**src/rtl/pipe_stall_ctrl_pkg.sv**
```systemverilog
// Shared definitions for the pipeline sequencer: FSM encodings and the
// bit layout of the latch control bundle, plus the fixed control patterns.
package pipe_stall_ctrl_pkg;

    typedef enum logic [2:0] {
        ST_RUN       = 3'd0,
        ST_LOAD_USE  = 3'd1,
        ST_DMEM_WAIT = 3'd2,
        ST_IMEM_WAIT = 3'd3,
        ST_FLUSH     = 3'd4
    } state_e;

    localparam int CTL_W         = 8;
    localparam int CTL_PC_EN     = 7;
    localparam int CTL_IFID_EN   = 6;
    localparam int CTL_IDEX_EN   = 5;
    localparam int CTL_EXMEM_EN  = 4;
    localparam int CTL_MEMWB_EN  = 3;
    localparam int CTL_IFID_BUB  = 2;
    localparam int CTL_IDEX_BUB  = 1;
    localparam int CTL_MEMWB_BUB = 0;

    typedef logic [CTL_W-1:0] ctl_t;

    localparam ctl_t CTL_ALL_EN = ctl_t'((1 << CTL_PC_EN) | (1 << CTL_IFID_EN) |
                                         (1 << CTL_IDEX_EN) | (1 << CTL_EXMEM_EN) |
                                         (1 << CTL_MEMWB_EN));
    // Everything frozen except MEM/WB, which drains the stalled access as a NOP.
    localparam ctl_t CTL_FREEZE  = ctl_t'((1 << CTL_MEMWB_EN) | (1 << CTL_MEMWB_BUB));
    localparam ctl_t CTL_BRANCH  = CTL_ALL_EN | ctl_t'((1 << CTL_IFID_BUB) | (1 << CTL_IDEX_BUB));
    localparam ctl_t CTL_LDUSE   = ctl_t'((1 << CTL_IDEX_EN) | (1 << CTL_EXMEM_EN) |
                                          (1 << CTL_MEMWB_EN) | (1 << CTL_IDEX_BUB));
    localparam ctl_t CTL_IFSTALL = (CTL_ALL_EN & ~ctl_t'(1 << CTL_PC_EN)) | ctl_t'(1 << CTL_IFID_BUB);
    localparam ctl_t CTL_RESET   = (CTL_ALL_EN & ~ctl_t'(1 << CTL_PC_EN)) |
                                   ctl_t'((1 << CTL_IFID_BUB) | (1 << CTL_IDEX_BUB) |
                                          (1 << CTL_MEMWB_BUB));

    function automatic logic is_wait(input state_e s);
        return (s == ST_DMEM_WAIT) || (s == ST_IMEM_WAIT);
    endfunction

endpackage

```
**src/rtl/pipe_stall_ctrl_if.sv**
```systemverilog
// Stall-source inputs and latch control outputs of the pipeline sequencer.
// master = pipeline/hazard side driving events, slave = the sequencer.
interface pipe_stall_ctrl_if #(
    parameter int CNT_W = 16
);
    logic             imem_stall;
    logic             imem_done;
    logic             dmem_stall;
    logic             dmem_done;
    logic             branch_taken;
    logic [2:0]       id_rs;
    logic [2:0]       id_rt;
    logic             id_reads_rs;
    logic             id_reads_rt;
    logic [2:0]       idex_wreg;
    logic             idex_regwrite;
    logic             idex_memtoreg;
    logic             pc_en;
    logic             ifid_en;
    logic             idex_en;
    logic             exmem_en;
    logic             memwb_en;
    logic             ifid_bubble;
    logic             idex_bubble;
    logic             memwb_bubble;
    logic [2:0]       state;
    logic [CNT_W-1:0] stall_cycles;
    logic             err_timeout;

    modport master (
        output imem_stall, imem_done, dmem_stall, dmem_done, branch_taken,
               id_rs, id_rt, id_reads_rs, id_reads_rt,
               idex_wreg, idex_regwrite, idex_memtoreg,
        input  pc_en, ifid_en, idex_en, exmem_en, memwb_en,
               ifid_bubble, idex_bubble, memwb_bubble,
               state, stall_cycles, err_timeout
    );

    modport slave (
        input  imem_stall, imem_done, dmem_stall, dmem_done, branch_taken,
               id_rs, id_rt, id_reads_rs, id_reads_rt,
               idex_wreg, idex_regwrite, idex_memtoreg,
        output pc_en, ifid_en, idex_en, exmem_en, memwb_en,
               ifid_bubble, idex_bubble, memwb_bubble,
               state, stall_cycles, err_timeout
    );
endinterface

```
**src/rtl/pipe_stall_ctrl_hazard_cmp.sv**
```systemverilog
// Load-use detector: the load in ID/EX targets a register the ID instruction reads.
// Purely combinational, zero latency, no flow control.
module pipe_stall_ctrl_hazard_cmp (
    input  logic [2:0] i_id_rs,
    input  logic [2:0] i_id_rt,
    input  logic       i_id_reads_rs,
    input  logic       i_id_reads_rt,
    input  logic [2:0] i_idex_wreg,
    input  logic       i_idex_regwrite,
    input  logic       i_idex_memtoreg,
    output logic       o_load_use
);
    logic w_rs_hit;
    logic w_rt_hit;

    assign w_rs_hit   = i_id_reads_rs && (i_id_rs == i_idex_wreg);
    assign w_rt_hit   = i_id_reads_rt && (i_id_rt == i_idex_wreg);
    assign o_load_use = i_idex_memtoreg && i_idex_regwrite && (w_rs_hit || w_rt_hit);
endmodule

```
**src/rtl/pipe_stall_ctrl.sv**
```systemverilog
// Pipeline sequencer: Mealy control of PC and latch enables/bubbles from stall sources.
// Zero-latency outputs from registered state; memory waits time out into a sticky error.
module pipe_stall_ctrl
    import pipe_stall_ctrl_pkg::*;
#(
    parameter int MEM_TIMEOUT = 64,
    parameter int CNT_W       = 16
) (
    input  logic              clk,
    input  logic              rst,
    pipe_stall_ctrl_if.slave  bus
);
    localparam int WAIT_W = $clog2(MEM_TIMEOUT + 1);
    localparam logic [WAIT_W-1:0] WAIT_MAX = WAIT_W'(MEM_TIMEOUT);

    state_e             r_state;
    state_e             w_state_nxt;
    ctl_t               w_ctl;
    logic               w_load_use;
    logic [WAIT_W-1:0]  r_wait;
    logic [WAIT_W-1:0]  w_wait_inc;
    logic               r_err;
    logic [CNT_W-1:0]   r_stall_cnt;

    pipe_stall_ctrl_hazard_cmp u_hazard_cmp (
        .i_id_rs         (bus.id_rs),
        .i_id_rt         (bus.id_rt),
        .i_id_reads_rs   (bus.id_reads_rs),
        .i_id_reads_rt   (bus.id_reads_rt),
        .i_idex_wreg     (bus.idex_wreg),
        .i_idex_regwrite (bus.idex_regwrite),
        .i_idex_memtoreg (bus.idex_memtoreg),
        .o_load_use      (w_load_use)
    );

    always_ff @(posedge clk) begin
        if (!rst) r_state <= ST_RUN;
        else      r_state <= w_state_nxt;
    end

    always_comb begin
        w_state_nxt = r_state;
        case (r_state)
            ST_RUN, ST_LOAD_USE, ST_FLUSH: begin
                if (bus.dmem_stall)                                  w_state_nxt = ST_DMEM_WAIT;
                else if (bus.branch_taken)                           w_state_nxt = ST_FLUSH;
                else if (w_load_use && (r_state != ST_LOAD_USE))     w_state_nxt = ST_LOAD_USE;
                else if (bus.imem_stall)                             w_state_nxt = ST_IMEM_WAIT;
                else                                                 w_state_nxt = ST_RUN;
            end
            ST_DMEM_WAIT: begin
                if (bus.dmem_done) w_state_nxt = ST_RUN;
            end
            ST_IMEM_WAIT: begin
                if (bus.imem_done)         w_state_nxt = bus.branch_taken ? ST_FLUSH : ST_RUN;
                else if (bus.branch_taken) w_state_nxt = ST_IMEM_WAIT;
                else if (bus.dmem_stall)   w_state_nxt = ST_DMEM_WAIT;
            end
            default: w_state_nxt = ST_RUN;
        endcase
    end

    always_comb begin
        w_ctl = CTL_ALL_EN;
        if (!rst) begin
            w_ctl = CTL_RESET;
        end else begin
            case (r_state)
                ST_RUN, ST_LOAD_USE, ST_FLUSH: begin
                    if (bus.dmem_stall)                              w_ctl = CTL_FREEZE;
                    else if (bus.branch_taken)                       w_ctl = CTL_BRANCH;
                    else if (w_load_use && (r_state != ST_LOAD_USE)) w_ctl = CTL_LDUSE;
                    else if (bus.imem_stall)                         w_ctl = CTL_IFSTALL;
                    else                                             w_ctl = CTL_ALL_EN;
                    // The fetch issued during the branch cycle is wrong-path.
                    if (r_state == ST_FLUSH) w_ctl[CTL_IFID_BUB] = 1'b1;
                end
                ST_DMEM_WAIT: begin
                    w_ctl = bus.dmem_done ? CTL_ALL_EN : CTL_FREEZE;
                end
                ST_IMEM_WAIT: begin
                    if (bus.imem_done)         w_ctl = bus.branch_taken ? CTL_BRANCH : CTL_ALL_EN;
                    else if (bus.branch_taken) w_ctl = CTL_FREEZE;
                    else if (bus.dmem_stall)   w_ctl = CTL_FREEZE;
                    else                       w_ctl = CTL_IFSTALL;
                end
                default: w_ctl = CTL_ALL_EN;
            endcase
        end
    end

    assign w_wait_inc = r_wait + 1'b1;

    always_ff @(posedge clk) begin
        if (!rst) begin
            r_wait      <= '0;
            r_err       <= 1'b0;
            r_stall_cnt <= '0;
        end else begin
            // Counting restarts whenever a wait state is left, even into another wait.
            if (is_wait(r_state) && (w_state_nxt == r_state)) begin
                if (r_wait != WAIT_MAX)     r_wait <= w_wait_inc;
                if (w_wait_inc == WAIT_MAX) r_err  <= 1'b1;
            end else begin
                r_wait <= '0;
            end
            if (((r_state != ST_RUN) || w_load_use) && !(&r_stall_cnt))
                r_stall_cnt <= r_stall_cnt + 1'b1;
        end
    end

    assign bus.pc_en        = w_ctl[CTL_PC_EN];
    assign bus.ifid_en      = w_ctl[CTL_IFID_EN];
    assign bus.idex_en      = w_ctl[CTL_IDEX_EN];
    assign bus.exmem_en     = w_ctl[CTL_EXMEM_EN];
    assign bus.memwb_en     = w_ctl[CTL_MEMWB_EN];
    assign bus.ifid_bubble  = w_ctl[CTL_IFID_BUB];
    assign bus.idex_bubble  = w_ctl[CTL_IDEX_BUB];
    assign bus.memwb_bubble = w_ctl[CTL_MEMWB_BUB];
    assign bus.state        = r_state;
    assign bus.stall_cycles = r_stall_cnt;
    assign bus.err_timeout  = r_err;
endmodule

```
**src/flat_wrapper.sv**
```systemverilog
// flat-port wrapper written by rule: the top's interface ports become plain ports
module pipe_stall_ctrl_flat import pipe_stall_ctrl_pkg::*;
#(
    parameter int MEM_TIMEOUT = 64,
    parameter int CNT_W       = 16
)
  (clk, rst, bus_imem_stall, bus_imem_done, bus_dmem_stall, bus_dmem_done, bus_branch_taken, bus_id_rs, bus_id_rt, bus_id_reads_rs, bus_id_reads_rt, bus_idex_wreg, bus_idex_regwrite, bus_idex_memtoreg, bus_pc_en, bus_ifid_en, bus_idex_en, bus_exmem_en, bus_memwb_en, bus_ifid_bubble, bus_idex_bubble, bus_memwb_bubble, bus_state, bus_stall_cycles, bus_err_timeout);
  pipe_stall_ctrl_if #(.CNT_W(CNT_W)) bus_i ();
  input  logic clk;
  input  logic rst;
  input wire logic [$bits(bus_i.imem_stall)-1:0] bus_imem_stall;
  input wire logic [$bits(bus_i.imem_done)-1:0] bus_imem_done;
  input wire logic [$bits(bus_i.dmem_stall)-1:0] bus_dmem_stall;
  input wire logic [$bits(bus_i.dmem_done)-1:0] bus_dmem_done;
  input wire logic [$bits(bus_i.branch_taken)-1:0] bus_branch_taken;
  input wire logic [$bits(bus_i.id_rs)-1:0] bus_id_rs;
  input wire logic [$bits(bus_i.id_rt)-1:0] bus_id_rt;
  input wire logic [$bits(bus_i.id_reads_rs)-1:0] bus_id_reads_rs;
  input wire logic [$bits(bus_i.id_reads_rt)-1:0] bus_id_reads_rt;
  input wire logic [$bits(bus_i.idex_wreg)-1:0] bus_idex_wreg;
  input wire logic [$bits(bus_i.idex_regwrite)-1:0] bus_idex_regwrite;
  input wire logic [$bits(bus_i.idex_memtoreg)-1:0] bus_idex_memtoreg;
  output wire logic [$bits(bus_i.pc_en)-1:0] bus_pc_en;
  output wire logic [$bits(bus_i.ifid_en)-1:0] bus_ifid_en;
  output wire logic [$bits(bus_i.idex_en)-1:0] bus_idex_en;
  output wire logic [$bits(bus_i.exmem_en)-1:0] bus_exmem_en;
  output wire logic [$bits(bus_i.memwb_en)-1:0] bus_memwb_en;
  output wire logic [$bits(bus_i.ifid_bubble)-1:0] bus_ifid_bubble;
  output wire logic [$bits(bus_i.idex_bubble)-1:0] bus_idex_bubble;
  output wire logic [$bits(bus_i.memwb_bubble)-1:0] bus_memwb_bubble;
  output wire logic [$bits(bus_i.state)-1:0] bus_state;
  output wire logic [$bits(bus_i.stall_cycles)-1:0] bus_stall_cycles;
  output wire logic [$bits(bus_i.err_timeout)-1:0] bus_err_timeout;
  assign bus_i.imem_stall = bus_imem_stall;
  assign bus_i.imem_done = bus_imem_done;
  assign bus_i.dmem_stall = bus_dmem_stall;
  assign bus_i.dmem_done = bus_dmem_done;
  assign bus_i.branch_taken = bus_branch_taken;
  assign bus_i.id_rs = bus_id_rs;
  assign bus_i.id_rt = bus_id_rt;
  assign bus_i.id_reads_rs = bus_id_reads_rs;
  assign bus_i.id_reads_rt = bus_id_reads_rt;
  assign bus_i.idex_wreg = bus_idex_wreg;
  assign bus_i.idex_regwrite = bus_idex_regwrite;
  assign bus_i.idex_memtoreg = bus_idex_memtoreg;
  assign bus_pc_en = bus_i.pc_en;
  assign bus_ifid_en = bus_i.ifid_en;
  assign bus_idex_en = bus_i.idex_en;
  assign bus_exmem_en = bus_i.exmem_en;
  assign bus_memwb_en = bus_i.memwb_en;
  assign bus_ifid_bubble = bus_i.ifid_bubble;
  assign bus_idex_bubble = bus_i.idex_bubble;
  assign bus_memwb_bubble = bus_i.memwb_bubble;
  assign bus_state = bus_i.state;
  assign bus_stall_cycles = bus_i.stall_cycles;
  assign bus_err_timeout = bus_i.err_timeout;
  pipe_stall_ctrl #(.MEM_TIMEOUT(MEM_TIMEOUT), .CNT_W(CNT_W)) u_core (.clk(clk), .rst(rst), .bus(bus_i));
endmodule
```
**config.mk**
```make
export PLATFORM = sky130hd
export DESIGN_NAME = pipe_stall_ctrl_flat
export DESIGN_NICKNAME = d
export VERILOG_FILES = /design/src/rtl/pipe_stall_ctrl_pkg.sv /design/src/rtl/pipe_stall_ctrl_if.sv /design/src/rtl/pipe_stall_ctrl_hazard_cmp.sv /design/src/rtl/pipe_stall_ctrl.sv /design/src/flat_wrapper.sv
export SDC_FILE = /design/constraint.sdc
export NUM_CORES = 1
export LEC_CHECK = 0
export CAP_MARGIN = 20
export CORE_UTILIZATION = 29
export CTS_CLUSTER_DIAMETER = 50
export DETAILED_ROUTE_END_ITERATION = 16
export PLACE_DENSITY_LB_ADDON = 0.08
export SETUP_SLACK_MARGIN = 0.1
export SKIP_LAST_GASP = 1
export SLEW_MARGIN = 20
export SYNTH_ARGS = -nofsm -noshare
export SYNTH_HDL_FRONTEND = slang
export SYNTH_SLANG_ARGS = --single-unit
```
**constraint.sdc**
```tcl
create_clock -name clk -period 2.1 [get_ports clk]
set_input_delay 0.525 -clock clk [delete_from_list [all_inputs] [get_ports clk]]
set_output_delay 0.525 -clock clk [all_outputs]
set_load 0.05 [all_outputs]
```
==> flow_metrics.tcl <==
set metrics [dict create \
    dp.cells 354 \
    die_h_um 78.2 \
    fill_cells 549 \
    netlist_top_cells_count "dfxtp_1, nand2_1, nor2_1" \
    power_uw 1370 \
    drive_gt1_share_pct 39.1 \
    p_comb_share_pct 37.7 \
    core.rowCount 27 \
    cellLeakagePower_uw 0.00116 \
    grt_usage_pct 16.6 \
    vias 1832 \
    clock_path_buffers 2 \
    synth_nets 238 \
    synth_enable_flop_cells 0 \
    async_flop_share_pct 0 \
    holdBufCountCts 0 \
    dp_hpwl_mm 3.38 \
    synth_most_common_cell "dfxtp_1" \
    critPathMaxStageDelay_ps 310 \
    clock.fmax_mhz 429 \
    path_class "primary input to primary output" \
    holdCritPathClass "register to register" \
    power.internal_uw 906 \
    antennaDiodeCount 0 \
    cts_tree "built" \
    tightest_slew_ps 503 \
    fin_crit_ps 2330 \
    path_cells "buf_8 -> xnor2_2 -> nand4_1 -> a21oi_4 -> o21a_1 -> nor2_2 -> o311a_4 -> buf_8" \
    clkPwrFrac_pct 21.7 \
    synth.area.top_cells "dfxtp_1, xnor2_1, nand2_1" \
    coreArea_um2 5540 \
    via_per_inst 4.94 \
    layout.nets 323 \
    synth_seq_area_share_pct 32.1 \
    synth_flop_cell "dfxtp_1" \
    net-switching-power_uw 465 \
    startpoint_type "primary input" \
    skew_ps 10.1 \
    post_drt_wl_per_cell_um 12.7 \
    cts_inserted_buffers 3 \
    crit_path_end_kind "primary output" \
    synth_top_cell_by_area "dfxtp_1" \
    grt_max_degree 22 \
    crit_top_cell "buf_8" \
    clk_pin_slew_worst_paths_ps 100 \
    antenna_found_initial 0 \
    grt_pass1_wl_mm 8.23 \
    path_buf_inv 2 \
    status "complete, but fails checks" \
    slew_headroom_pct 66.4 \
    critical_path_arrival_ps 1800 \
    ys_seq_elements 27 \
    finalHoldViolCount 0 \
    start_util_pct 30.4 \
    critical_path.slowest_cell "o311a_4" \
    totalWireLength_mm 4.71 \
    crit_family "compound AO/OA/AOI/OAI gates" \
    gp_congestion 0.744 \
    critPathMaxFanout 2 \
    cts_root_buf "clkbuf_8" \
    yosys_warnings 0 \
    cts_max_level 1 \
    grt_overflow 0 \
    syn2layout_area_growth_pct 65.9 \
    ys_types 46 \
    grt_pass1_vias 1737 \
    clkLatencyLatePin_ps 270 \
    setup_tns_ps -765 \
    syn_inst 215 \
    port_buffers 46 \
    die_w_um 78.2 \
    seq_power_share_pct 40.7 \
    layout_setup_ws_ps -229 \
    synth_top_area_share_pct 32.1 \
    violations "negative setup slack" \
    drc 0 \
    ant_nets 0 \
    required_ps 1570 \
    ios 48 \
    drtIter0Drc 67 \
    utilization_pct 50.4 \
    rsz0062_at_grt "true" \
    setup-violations-final 6 \
    die_area_um2 6120 \
    ir_drop_v 0.000298 \
    clock_sinks 27 \
    cap_violations 0 \
    p_per_area_nw_per_um2 491 \
    swShare_pct 33.9 \
    final_cells 371 \
    syn_area_per_cell_um2 7.83 \
    first_pass_iters 4 \
    final_max_slew_viol_count 0 \
    whs_ps 476 \
    fin_crit_sh_pct 111 \
    syn_area_um2 1680 \
]
==> power groups by stage <==
stage | clock network [uW] | registers, uW | logic [uW]
after detailed placement | 0 | 569 | 457
after floorplan | 0 | 605 | 240
after global placement | 0 | 569 | 459
after CTS | 314 | 557 | 504
after global routing | 333 | 561 | 556
final | 297 | 558 | 517
==> path summary, 6_finish.rpt <==
kind / from / endpoint / slack, ps / cells after the start
max reg2reg: u_core.bus.state[1] / u_core.bus.stall_cycles[0] / 240 / 6
min reg2reg: u_core.bus.stall_cycles[14] / u_core.bus.stall_cycles[14] / 480 / 2
min: u_core.bus.stall_cycles[14] / u_core.bus.stall_cycles[14] / 480 / 2
max: bus_idex_wreg[0] / bus_pc_en / -230 / 8
==> routing by layer <==
metal  share of wire, %  track usage (%)  routed length (um)
met1                 48             22.0                2260
met2                 49             28.4                2290
met3                3.0             2.67                 140
met4               0.57             2.78                  27
met5                  0                0                   0
==> metrics by stage <==
| stage | setup WS [ps] | cell area, um2 |
|---|---|---|
| 2_1_floorplan | -44.6 | 1800 |
| 3_3_place_gp | -659 | 2500 |
| 3_5_place_dp | -696 | 2500 |
| 4_1_cts | -264 | 2730 |
| 5_1_grt | -291 | 2790 |
| 6_report | -229 | 2790 |
==> repair_timing <==
action	in CTS	in global routing
setup endpoints to repair	38	29
cloned	1	0
pin swaps	30	14
buffers inserted	11	3
gates resized for setup	109	16
==> worst register-to-register path: cells and delay by family, from the launching register on <==
family / cells / cell delay, ps
AND/OR/NAND/NOR: 2 / 660
flip-flops: 1 / 400
buffers and inverters: 2 / 350
AO/OA/AOI/OAI: 1 / 290
XOR/XNOR: 1 / 60
==> registers in the layout (all words and copies together) (netlist names) <==
register and cells:
u_core.bus.state 3, u_core.r_wait 7, u_core.bus.err_timeout 1, u_core.bus.stall_cycles 16
==> cells by family (layout without fill, tap and decap cells) <==
family	count (synthesis)	after routing	share of synthesized area [%]
AO/OA/AOI/OAI	55	56	23.7
buffers and inverters	18	101	5.35
AND/OR/NAND/NOR	96	96	28.6
XOR/XNOR	15	15	7.80
adder cells (fa/ha/maj)	3	3	2.23
flip-flops	27	27	32.1
other	1	1	0.223
==> cell type report <==
cell class / instances / area [um2] / area share (%)
Clock buffer: 4 / 45.0 / 1.61
Inverter: 7 / 26.3 / 0.940
Multi-Input combinational cell: 171 / 1250 / 44.9
Sequential cell: 27 / 561 / 20.1
Tap cell: 72 / 90.1 / 3.22
Timing Repair Buffer: 90 / 817 / 29.2
==> cell usage in the layout (no fill, tap or decap), drive strengths merged, types with 2 or more instances in the layout <==
cell type	n
a21boi	7
a21oi	8
a32oi	2
and2	4
buf	68
clkbuf	5
clkdlybuf4s15	3
clkdlybuf4s50	2
dfxtp	27
dlygate4sd2	13
dlymetal6s2s	3
ha	3
inv	7
nand2	24
nand2b	6
nand3	12
nand4	5
nor2	24
nor2b	3
nor3	3
o211ai	5
o21a	5
o21ai	11
o31ai	9
or3	3
or4	5
xnor2	12
xor2	3
Note: power is estimated with default switching activity, not from simulation.
